[src/rtl/screen_scanner_if.sv]
// Word-read bus between the screen scanner (master) and the screen region of data memory (slave).
// rd_data is valid exactly one clock after rd_en.
interface screen_scanner_if #(
  parameter int ADDR_W = 13
) ();
  logic              rd_en;
  logic [ADDR_W-1:0] rd_addr;
  logic [15:0]       rd_data;

  modport master (output rd_en, output rd_addr, input rd_data);
  modport slave  (input rd_en, input rd_addr, output rd_data);
endinterface

[src/rtl/screen_scanner.sv]
// Raster scan engine: walks the screen map, fetches one word per 16 pixels and serializes it
// LSB-first. pixel/de/hsync/vsync lag the counters by 2 clks; rd_en/rd_addr/frame_done by 1 clk.
module screen_scanner #(
  parameter int H_ACTIVE = 512,
  parameter int H_BLANK  = 32,
  parameter int H_SYNC   = 16,
  parameter int V_ACTIVE = 256,
  parameter int V_BLANK  = 8,
  parameter int V_SYNC   = 2,
  parameter int ADDR_W   = 13
) (
  input  logic             clk,
  input  logic             rst,
  input  logic             enable,
  screen_scanner_if.master bus,
  output logic             pixel,
  output logic             de,
  output logic             hsync,
  output logic             vsync,
  output logic             frame_done
);

  localparam int H_TOTAL        = H_ACTIVE + H_BLANK;
  localparam int V_TOTAL        = V_ACTIVE + V_BLANK;
  localparam int HW             = $clog2(H_TOTAL);
  localparam int VW             = $clog2(V_TOTAL);
  localparam int WORDS_PER_LINE = H_ACTIVE / 16;

  localparam logic [HW-1:0] H_ACT_L  = HW'(H_ACTIVE);
  localparam logic [HW-1:0] H_SYNC_L = HW'(H_SYNC);
  localparam logic [HW-1:0] H_MAX_L  = HW'(H_TOTAL - 1);
  localparam logic [VW-1:0] V_ACT_L  = VW'(V_ACTIVE);
  localparam logic [VW-1:0] V_SYNC_L = VW'(V_SYNC);
  localparam logic [VW-1:0] V_MAX_L  = VW'(V_TOTAL - 1);

  typedef enum logic {IDLE = 1'b0, SCAN = 1'b1} state_t;

  state_t            r_state;
  logic [HW-1:0]     r_h_cnt;
  logic [VW-1:0]     r_v_cnt;
  logic              r_rd_en;
  logic [ADDR_W-1:0] r_rd_addr;
  logic              r_load;
  logic [15:0]       r_shift;
  logic              r_de_s1, r_hs_s1, r_vs_s1;
  logic              r_de, r_hs, r_vs;
  logic              r_frame_done;

  logic              w_scan, w_h_act, w_v_act, w_h_max, w_v_max;
  logic              w_hs, w_vs, w_fetch;
  logic [ADDR_W-1:0] w_addr;

  assign w_scan  = (r_state == SCAN);
  assign w_h_act = (r_h_cnt < H_ACT_L);
  assign w_v_act = (r_v_cnt < V_ACT_L);
  assign w_h_max = (r_h_cnt == H_MAX_L);
  assign w_v_max = (r_v_cnt == V_MAX_L);
  // Offset-from-start compares stay correct even when the sync end equals the counter range.
  assign w_hs    = !w_h_act && ((r_h_cnt - H_ACT_L) < H_SYNC_L);
  assign w_vs    = !w_v_act && ((r_v_cnt - V_ACT_L) < V_SYNC_L);
  assign w_fetch = w_scan && w_h_act && w_v_act && (r_h_cnt[3:0] == 4'd0);
  assign w_addr  = ADDR_W'(r_v_cnt) * ADDR_W'(WORDS_PER_LINE) + ADDR_W'(r_h_cnt >> 4);

  // NOTE: all state below uses non-blocking assignments so every register samples pre-edge values.
  always_ff @(posedge clk or negedge rst) begin
    if (!rst) begin
      r_state      <= IDLE;
      r_h_cnt      <= '0;
      r_v_cnt      <= '0;
      r_rd_en      <= 1'b0;
      r_rd_addr    <= '0;
      r_load       <= 1'b0;
      r_shift      <= '0;
      r_de_s1      <= 1'b0;
      r_hs_s1      <= 1'b0;
      r_vs_s1      <= 1'b0;
      r_de         <= 1'b0;
      r_hs         <= 1'b0;
      r_vs         <= 1'b0;
      r_frame_done <= 1'b0;
    end else begin
      r_rd_en <= w_fetch;
      if (w_fetch) begin
        r_rd_addr <= w_addr;
      end
      r_load  <= r_rd_en;
      r_shift <= r_load ? {1'b0, bus.rd_data[15:1]} : {1'b0, r_shift[15:1]};

      r_de_s1      <= w_scan && w_h_act && w_v_act;
      r_hs_s1      <= w_scan && w_hs;
      r_vs_s1      <= w_scan && w_vs;
      r_de         <= r_de_s1;
      r_hs         <= r_hs_s1;
      r_vs         <= r_vs_s1;
      r_frame_done <= w_scan && w_h_max && w_v_max;

      case (r_state)
        IDLE: begin
          r_h_cnt <= '0;
          r_v_cnt <= '0;
          if (enable) begin
            r_state <= SCAN;
          end
        end
        SCAN: begin
          if (w_h_max) begin
            r_h_cnt <= '0;
            r_v_cnt <= w_v_max ? '0 : r_v_cnt + VW'(1);
            if (w_v_max && !enable) begin
              r_state <= IDLE;
            end
          end else begin
            r_h_cnt <= r_h_cnt + HW'(1);
          end
        end
      endcase
    end
  end

  // The returned word's first pixel is tapped straight from rd_data so no clock is lost on load.
  assign pixel       = r_load ? bus.rd_data[0] : r_shift[0];
  assign de          = r_de;
  assign hsync       = r_hs;
  assign vsync       = r_vs;
  assign frame_done  = r_frame_done;
  assign bus.rd_en   = r_rd_en;
  assign bus.rd_addr = r_rd_addr;

endmodule

[src/flat_wrapper.sv]
// flat-port wrapper written by rule: the top's interface ports become plain ports
module screen_scanner_flat 
#(
  parameter int H_ACTIVE = 512,
  parameter int H_BLANK  = 32,
  parameter int H_SYNC   = 16,
  parameter int V_ACTIVE = 256,
  parameter int V_BLANK  = 8,
  parameter int V_SYNC   = 2,
  parameter int ADDR_W   = 13
)
  (clk, rst, enable, pixel, de, hsync, vsync, frame_done, bus_rd_en, bus_rd_addr, bus_rd_data);
  screen_scanner_if #(.ADDR_W(ADDR_W)) bus_i ();
  input  logic clk;
  input  logic rst;
  input  logic enable;
  output logic pixel;
  output logic de;
  output logic hsync;
  output logic vsync;
  output logic frame_done;
  output wire logic [$bits(bus_i.rd_en)-1:0] bus_rd_en;
  output wire logic [$bits(bus_i.rd_addr)-1:0] bus_rd_addr;
  input wire logic [$bits(bus_i.rd_data)-1:0] bus_rd_data;
  assign bus_rd_en = bus_i.rd_en;
  assign bus_rd_addr = bus_i.rd_addr;
  assign bus_i.rd_data = bus_rd_data;
  screen_scanner #(.H_ACTIVE(H_ACTIVE), .H_BLANK(H_BLANK), .H_SYNC(H_SYNC), .V_ACTIVE(V_ACTIVE), .V_BLANK(V_BLANK), .V_SYNC(V_SYNC), .ADDR_W(ADDR_W)) u_core (.clk(clk), .rst(rst), .enable(enable), .bus(bus_i), .pixel(pixel), .de(de), .hsync(hsync), .vsync(vsync), .frame_done(frame_done));
endmodule
[config.mk]
export PLATFORM = sky130hd
export DESIGN_NAME = screen_scanner_flat
export DESIGN_NICKNAME = d
export VERILOG_FILES = /design/src/rtl/screen_scanner_if.sv /design/src/rtl/screen_scanner.sv /design/src/flat_wrapper.sv
export SDC_FILE = /design/constraint.sdc
export NUM_CORES = 1
export LEC_CHECK = 0
export CAP_MARGIN = 20
export CORE_MARGIN = 2
export CORE_UTILIZATION = 40
export CTS_BUF_LIST = sky130_fd_sc_hd__clkbuf_8
export CTS_CLUSTER_SIZE = 10
export DETAILED_ROUTE_END_ITERATION = 7
export GPL_TIMING_DRIVEN = 0
export PLACE_DENSITY = 0.62
export SLEW_MARGIN = 15
export SYNTH_ARGS = -nofsm -noshare
export SYNTH_HDL_FRONTEND = slang
export SYNTH_SLANG_ARGS = --single-unit
[constraint.sdc]
create_clock -name clk -period 1.9 [get_ports clk]
set_input_delay 0.38 -clock clk [delete_from_list [all_inputs] [get_ports clk]]
set_output_delay 0.38 -clock clk [all_outputs]
set_load 0.02 [all_outputs]
## Word-level counts from Yosys, hierarchy flattened

Index checks and enable logic that the tools add are counted.

| storage, ports and cells | value |
|---|---|
| register bits | 58 |
| bits in latches | 0 |
| RAM bits | 0 |
| bits in read-only memories | 0 |
| input port bits | 19 |
| output and inout bits | 19 |
| logic and storage cells | 52 |
| memories kept | 0 |

| cells by class | value |
|---|---|
| $add $sub $neg | 5 |
| $mul | 0 |
| divide/modulo/power cells | 0 |
| order comparisons | 4 |
| equal/unequal tests | 3 |
| shift operators | 0 |
| muxes and demuxes | 11 |
| bitwise operators | 1 |
| reductions and logical operators | 14 |

Operators by type and width:

| kind | count |
|---|---|
| $pmux 10 s2 | 1 |
| $mux 9 | 2 |
| $pmux 9 s2 | 1 |
| $mux 15 | 1 |
| $add 13x6->13 | 1 |
| $add 10x1->10 const B | 1 |
| $eq 10x10->1 const B | 1 |
| $logic_and 1x1->1 | 10 |
| $lt 10x10->1 const B | 1 |
| $lt 10x5->1 const B | 1 |
| $mux 10 | 1 |
| $sub 10x10->10 const B | 1 |
| $add 9x1->9 const B | 1 |
| $eq 9x9->1 const B | 1 |
| $lt 9x2->1 const B | 1 |
| $lt 9x9->1 const B | 1 |
| $sub 9x9->9 const B | 1 |
| $logic_not 4->1 | 1 |
| $mux 1 | 4 |
| $logic_not 1->1 | 3 |
| $ne 2x2->1 const B | 1 |
| $pmux 1 s2 | 1 |
| $not 1->1 | 1 |

## Longest topological paths before layout

Gate-level depths: netlist of run 1.

| depth | value |
|---|---|
| word-level depth | 5 |
| gate-level depth with buffers | 6 |
| mapped depth without buffers | 6 |

## Worst setup path before layout of run 1

Ideal clock, no wire load.

| path | value |
|---|---|
| path type | register -> register |
| from | reg u_core.r_h_cnt[6] |
| to | reg u_core.r_v_cnt[3] |
| setup time | 0.065 ns |
| data arrival time | 1.816 ns |
| data required time | 1.835 ns |
| setup slack | 0.019 ns |
| stages on the path, launching flop included | 6 |
| buffers on the path | 1 |
| clock period less this slack | 1.881 ns |
| cells stage by stage | dfrtp_1 -> or4b_4 -> or3_1 -> buf_2 -> nor4_1 -> a211o_1 |

| between the ends | value |
|---|---|
| word-level cells in the longest chain between the ends | 2 |

RTL lines:

| element | line | text |
|---|---|---|
| from (decl) | screen_scanner.sv:39 | `logic [HW-1:0] r_h_cnt;` |
| from (signal assigned) | screen_scanner.sv:113 | `r_h_cnt <= r_h_cnt + HW'(1);` |
| $eq 10x10->1 | screen_scanner.sv:56 | `assign w_h_max = (r_h_cnt == H_MAX_L);` |
| $ne 2x2->1 (no source line) | n/a |  |
| to (signal assigned) | screen_scanner.sv:108 | `r_v_cnt <= w_v_max ? '0 : r_v_cnt + VW'(1);` |
| to (decl) | screen_scanner.sv:40 | `logic [VW-1:0] r_v_cnt;` |

Every way passes these cells.
A chain may end at the register's enable or synchronous reset.

## Worst setup path after layout of run 1

| path | value |
|---|---|
| from | reg u_core.r_h_cnt[6] |
| to | reg u_core.r_v_cnt[8] |

The elaborated chain is that of the path after synthesis.

==> results of run 1 <==
-- per-stage QoR --
step	instance area (um2)	util, %
final	3322	55.78
after global routing	3322	55.78
after CTS	3281	55.08
after detailed placement	2933	49.24
after global placement	2935	49.29
after floorplan	2471	-
-- worst register-to-register path: cells and delay by family, from the launching register on --
family,cells,cell delay (ns)
buffers and inverters,1,0.15
AO/OA/AOI/OAI,2,0.36
flip-flops,1,0.40
AND/OR/NAND/NOR,2,0.93
-- final timing paths --
check / slack, ns / endpoint / depth (start not counted) / from
max in group asynchronous: 1.31 / u_core.r_h_cnt[5]$_DFF_PN0_ / 1 / rst
min in group clk: 0.35 / u_core.vsync$_DFF_PN0_ / 0 / u_core.r_vs_s1$_DFF_PN0_
hold / removal: 0.08 / u_core.r_shift[14]$_DFF_PN0_ / 1 / rst
setup / recovery: -0.0009 / u_core.r_v_cnt[8]$_DFFE_PN0P_ / 5 / u_core.r_h_cnt[6]$_DFF_PN0_
hold reg to reg: 0.35 / u_core.vsync$_DFF_PN0_ / 0 / u_core.r_vs_s1$_DFF_PN0_
setup reg to reg: -0.0009 / u_core.r_v_cnt[8]$_DFFE_PN0P_ / 5 / u_core.r_h_cnt[6]$_DFF_PN0_
-- power by group --
part	internal (mW)	switching, mW
combinational	0.384	0.358
sequential	1.45	0.123
clock	0.899	0.492
-- kinds of logic (layout without fill, tap and decap cells) --
logic type      count (synthesis)  after routing
simple gates                   72             72
flops                          57             57
compound gates                 25             25
mux                            22             22
xor+xnor                       15             15
buf+inv                        13             74
fa+ha+maj                       5              5
-- timing repair --
| action | 4_1_cts | 5_1_grt |
|---|---|---|
| pin swaps | 5 | 1 |
| gates resized for setup | 12 | 6 |
| cloned | 0 | 0 |
| setup buffers | 8 | 2 |
| setup endpoints to repair | 8 | 8 |
-- flip-flops by register name, summed over array words and instances, names as in the netlist --
signal              count
u_core.r_vs_s1          1
u_core.r_hs_s1          1
u_core.r_de_s1          1
u_core.r_v_cnt          9
u_core.de               1
u_core.r_shift         15
u_core.bus.rd_en        1
u_core.r_load           1
u_core.vsync            1
u_core.bus.rd_addr     13
u_core.frame_done       1
u_core.r_h_cnt         10
u_core.hsync            1
u_core.r_state          1
-- synthesized netlist by cell type (2+ instances only) --
cell / instances
nand4_1: 4
ha_1: 5
nor4_1: 2
clkbuf_1: 7
nand3_1: 10
nor2_1: 18
nand2_1: 13
o21ai_0: 10
and2_1: 2
dfrtp_1: 57
a211oi_1: 3
or3_1: 5
xor2_1: 7
mux2_2: 22
a21oi_1: 3
xnor2_1: 8
a21o_1: 4
or2_2: 2
nor3_1: 4
inv_1: 3
-- area by class of cell --
class / instances / area [um2] / share of cell area, %
Sequential cell: 57 / 1430 / 43.05
Multi-Input combinational cell: 139 / 1065 / 32.05
Timing Repair Buffer: 47 / 441.7 / 13.30
Clock buffer: 10 / 137.6 / 4.143
Clock inverter: 6 / 105.1 / 3.164
Tap cell: 75 / 93.84 / 2.825
Buffer: 7 / 33.78 / 1.017
Inverter: 4 / 15.01 / 0.4520
-- metal layers --
layer  up-vias  share of wire [%]  GRT usage (%)  wire, um
met5         -                  0              0         0
met4         0                3.1          12.30       153
met3        13                3.8          4.022       190
met2        44                 49          27.34      2456
met1       864                 44          21.15      2176
li1        843                  -              -         -
==> results_dict.tcl, run 1 <==
set metrics [dict create \
    num_vias 1764 \
    clock.fmax_mhz 526.1 \
    rsz0062_at_grt "true" \
    synth-seq-area-share_pct 57.72 \
    startpoint_type "flop" \
    setup-tns-final_ns -0.0009317 \
    finalPower_mw 3.704 \
    vdd_drop_max_uv 599.0 \
    clockBufferDepth 2 \
    syn_inst 209 \
    yosys.area.top_type "dfrtp_1" \
    ys_ff_latch 57 \
    synthAdderAreaFrac_pct 2.532 \
    fin_ws_ns -0.0009317 \
    fillers 538 \
    initial_core_util_pct 41.49 \
    outcome "finished with violations" \
    slew_violations 0 \
    cts_sinks 57 \
    drt_iter0_drc 88 \
    slew_headroom_pct 53.23 \
    io_pins 38 \
    worst_pin_slew_ns 0.7015 \
    syn-cell-area_um2 2471 \
    final_common_cell "dfrtp_1" \
    rows 28 \
    die_area_um2 6823 \
    layout-drive-gt1-share_pct 25.19 \
    finalCritPeriodShare_pct 100.0 \
    synth-xor-area-share_pct 5.316 \
    critPathMaxStageDelay_ns 0.58 \
    grt_pass1_wl_um 8673 \
    dp_hpwl_um 3122 \
    path_buf_inv 1 \
    ys_warn_count 0 \
    critical-path-top-delay-family "simple AND/OR/NAND/NOR gates" \
    synth.area.mux_share_pct 10.03 \
    ctsHtreeMaxLevel 3 \
    timing.final.setup_violations 1 \
    nets 289 \
    synth_nets 233 \
    drv_cap 0 \
    cp.required_ns 2.19 \
    antenna_found_initial 0 \
    grt_max_degree 58 \
    synth_edf_count 0 \
    path_class "flop to flop" \
    num_antenna_cells 0 \
    place_ws_ns -0.1582 \
    insertion_delay_ns 0.35 \
    yosysUniqueCellTypes 40 \
    hold_slack_ns 0.08424 \
    violations "negative setup slack" \
    yosysTopAreaCellShare_pct 57.72 \
    syn_avg_cell_area_um2 11.82 \
    cp_slowest_cell "or4b_4" \
    min_path_type "primary input to async pin" \
    die_h_um 82.60 \
    core_area_um2 5956 \
    grt_pass1_vias 1923 \
    path_cells "or4b_4 > or3_4 > buf_6 > o31ai_4 > a21o_1" \
    clk_pin_slew_ns 0.07 \
    async_reset_ff_share_pct 100.0 \
    yosys.area_share.simple_pct 15.90 \
    cts_root_buffer "clkbuf_8" \
    hold_violations 0 \
    period_minus_slack_ns 1.901 \
    portBuffers 37 \
    cp.arrival_ns 2.19 \
    cts_tree "yes" \
    drc 0 \
    instances_no_fill 345 \
    ys.flop_type "dfrtp_1" \
    first_pass_iters 4 \
    cellPowerDensity_nw_per_um2 1115 \
    wl_um 4977 \
    end_kind "flop" \
    final.setup_skew_ns 0.007504 \
    viasPerCell 5.113 \
    wl_per_cell_um 14.43 \
    path_max_fanout 8 \
    area.growth.synth_to_final_pct 34.43 \
    grt_util_all_layers_pct 17.44 \
    layout_common_cells "54 x dfrtp_1, 35 x clkdlybuf4s50_1, 22 x mux2_2" \
    die_w_um 82.60 \
    synth_compound_area_share_pct 6.481 \
    grt_overflow 0 \
    place_inst 321 \
    p_leak_nw 1.471 \
    holdBufCountCts 0 \
    final_antenna_net_count 0 \
    cts_buffers 9 \
    place_congestion 0.7902 \
    synth_top_family_by_area "simple AND/OR/NAND/NOR gates" \
    synthTopCellsByArea "dfrtp_1 58%, mux2_2 10%, xnor2_1 2.8%" \
]
No activity file was read; power rests on OpenSTA's default activity.
==> inputs of run 2 (changes only) <==
--- a/config.mk
+++ b/config.mk
@@ -5,14 +5,14 @@
 export SDC_FILE = /design/constraint.sdc
 export NUM_CORES = 1
 export LEC_CHECK = 0
-export CAP_MARGIN = 20
+export CAP_MARGIN = 30
 export CORE_MARGIN = 2
 export CORE_UTILIZATION = 40
 export CTS_BUF_LIST = sky130_fd_sc_hd__clkbuf_8
 export CTS_CLUSTER_SIZE = 10
 export DETAILED_ROUTE_END_ITERATION = 7
 export GPL_TIMING_DRIVEN = 0
-export PLACE_DENSITY = 0.62
+export PLACE_DENSITY = 0.72
 export SLEW_MARGIN = 15
 export SYNTH_ARGS = -nofsm -noshare
 export SYNTH_HDL_FRONTEND = slang
==> run 2 against run 1 <==
The flow now finishes without violations. Largest power group unchanged. Via count shrank 0.96%. Sequential cell count did not move. Combinational power is 1% lower.
==> results_dict.tcl, run 2 (same netlist as run 1, synthesis figures left out) <==
set metrics [dict create \
    path_class "flop to flop" \
    sw_frac_of_total_pct 26.67 \
    timing.final.setup_violations 0 \
    final.setup_skew_ns 0.005887 \
    finalCritPeriodShare_pct 98.97 \
    grt_max_degree 58 \
    min_path_type "primary input to async pin" \
    cts_root_buffer "clkbuf_8" \
    top_register "u_core.r_shift" \
    cts_sinks 57 \
    die_w_um 82.60 \
    worst_pin_slew_ns 0.6978 \
    slew_headroom_pct 53.48 \
    num_antenna_cells 0 \
    nets 290 \
    antenna_found_initial 0 \
    drc 0 \
    end_kind "flop" \
    place_congestion 0.8510 \
    slew_violations 0 \
    grt_pass1_vias 1816 \
    p_comb_share_pct 20.6 \
    design_area_um2 3328 \
    cp.arrival_ns 2.11 \
    p_leak_nw 1.472 \
    grt_pass1_wl_um 8204 \
    grt_util_all_layers_pct 16.63 \
    final_util_pct 55.88 \
    post_dp_cell_area_um2 2933 \
    worstSetupStartpoint "u_core.r_h_cnt[6]$_DFF_PN0_" \
    place_ws_ns -0.1319 \
    initial_core_util_pct 41.49 \
    fin_ws_ns 0.01950 \
    die_h_um 82.60 \
    wl_um 4859 \
    p_sw_uw 944.2 \
    io_pins 38 \
    final_common_cell "dfrtp_1" \
    num_vias 1747 \
    insertion_delay_ns 0.34 \
    hold_violations 0 \
    layout-drive-gt1-share_pct 27.31 \
    drt_iter0_drc 79 \
    r2r-end "u_core.r_v_cnt[8]$_DFFE_PN0P_" \
    reg2reg_depth 5 \
    path_max_fanout 5 \
    cellPowerDensity_nw_per_um2 1064 \
    period_minus_slack_ns 1.881 \
    clockBufferDepth 2 \
    ctsHtreeMaxLevel 3 \
    rows 28 \
    rsz0062_at_grt "true" \
    core_area_um2 5956 \
    setup-tns-final_ns 0 \
    wl_per_cell_um 14.04 \
    drv_cap 0 \
    cp.required_ns 2.13 \
    outcome "finished, final reports clean" \
    first_pass_iters 4 \
    reg2reg_slack_ns 0.02 \
    r2r-start "u_core.r_h_cnt[6]$_DFF_PN0_" \
    die_area_um2 6823 \
    area.growth.synth_to_final_pct 34.68 \
    viasPerCell 5.049 \
    portBuffers 37 \
    final_antenna_net_count 0 \
    vdd_drop_max_uv 693.4 \
    dp_hpwl_um 3119 \
    cts_buffers 9 \
    p_int_mw 2.596 \
    layout_common_cells "54 x dfrtp_1, 35 x clkdlybuf4s50_1, 22 x mux2_2" \
    largest_register_ffs 15 \
    startpoint_type "flop" \
    pwr-share-clk_pct 35.1 \
    clk_pin_slew_ns 0.06 \
    clock.fmax_mhz 531.8 \
    seq_power_share_pct 44.3 \
    cts_tree "yes" \
    grt_overflow 0 \
]
## run 2: final cells by class
cell class / instances / area [um2]
buffer: 6 / 23.77
clock buffer: 10 / 137.6
clock inverter: 6 / 82.58
fill: 501 / 2628
inverter: 4 / 15.01
multi-input combinational: 139 / 1085
sequential: 57 / 1430
tap: 75 / 93.84
timing repair buffer: 49 / 460.4
## run 2: repair_timing
| action | in CTS | in global routing |
|---|---|---|
| hold endpoints to repair | 0 | 0 |
| pin swaps | 7 | 6 |
| endpoints found under the setup margin | 8 | 10 |
| hold buffers | 0 | 0 |
| resized for setup | 17 | 9 |
| setup buffers | 8 | 4 |
## run 2: critical path: stages (launching register included)
cell and delay (ns):
dfrtp_2 0.41, or4b_4 0.59, buf_6 0.15, o31ai_4 0.33, o31ai_2 0.11, a21o_1 0.18
## run 2: metrics by stage
stage | total power, mW | std cells | hold WS, ns
after detailed placement | 2.276 | 321 | 0.3347
final | 3.540 | 346 | 0.09137
after global routing | 3.759 | 346 | 0.1384
after floorplan | 2.027 | 209 | 0.08441
after CTS | 3.582 | 344 | 0.1066
after global placement | 2.254 | 321 | 0.3316
## run 2: metal layers
metal	track usage (%)	wire length (um)	share of wire, %	vias to the layer above
met5	0	0	0	-
met4	8.689	107	2.2	0
met3	6.957	245	5.0	13
met2	27.82	2431	50	35
met1	17.93	2074	43	852
li1	-	-	-	847
## run 2: power groups by stage
stage	clock network [mW]	registers [mW]	logic [mW]
4_1_cts	1.28	1.57	0.735
3_5_place_dp	0	1.60	0.679
3_3_place_gp	0	1.59	0.665
6_report	1.24	1.57	0.731
2_1_floorplan	0	1.61	0.418
5_1_grt	1.35	1.59	0.819
## run 2: how the worst max path moves through the flow
| stage | endpoint | slack [ns] | cells past startpoint |
|---|---|---|---|
| after detailed placement | u_core.r_v_cnt[8]$_DFFE_PN0P_ | -0.13 | 4 |
| after global placement | u_core.r_h_cnt[3]$_DFF_PN0_ | -1.27 | 1 |
| after CTS | u_core.r_v_cnt[6]$_DFFE_PN0P_ | -0.01 | 5 |
| after floorplan | u_core.r_v_cnt[3]$_DFFE_PN0P_ | 0.02 | 5 |
| after global routing | u_core.r_v_cnt[8]$_DFFE_PN0P_ | -0.02 | 5 |
| final | u_core.r_v_cnt[8]$_DFFE_PN0P_ | 0.02 | 5 |
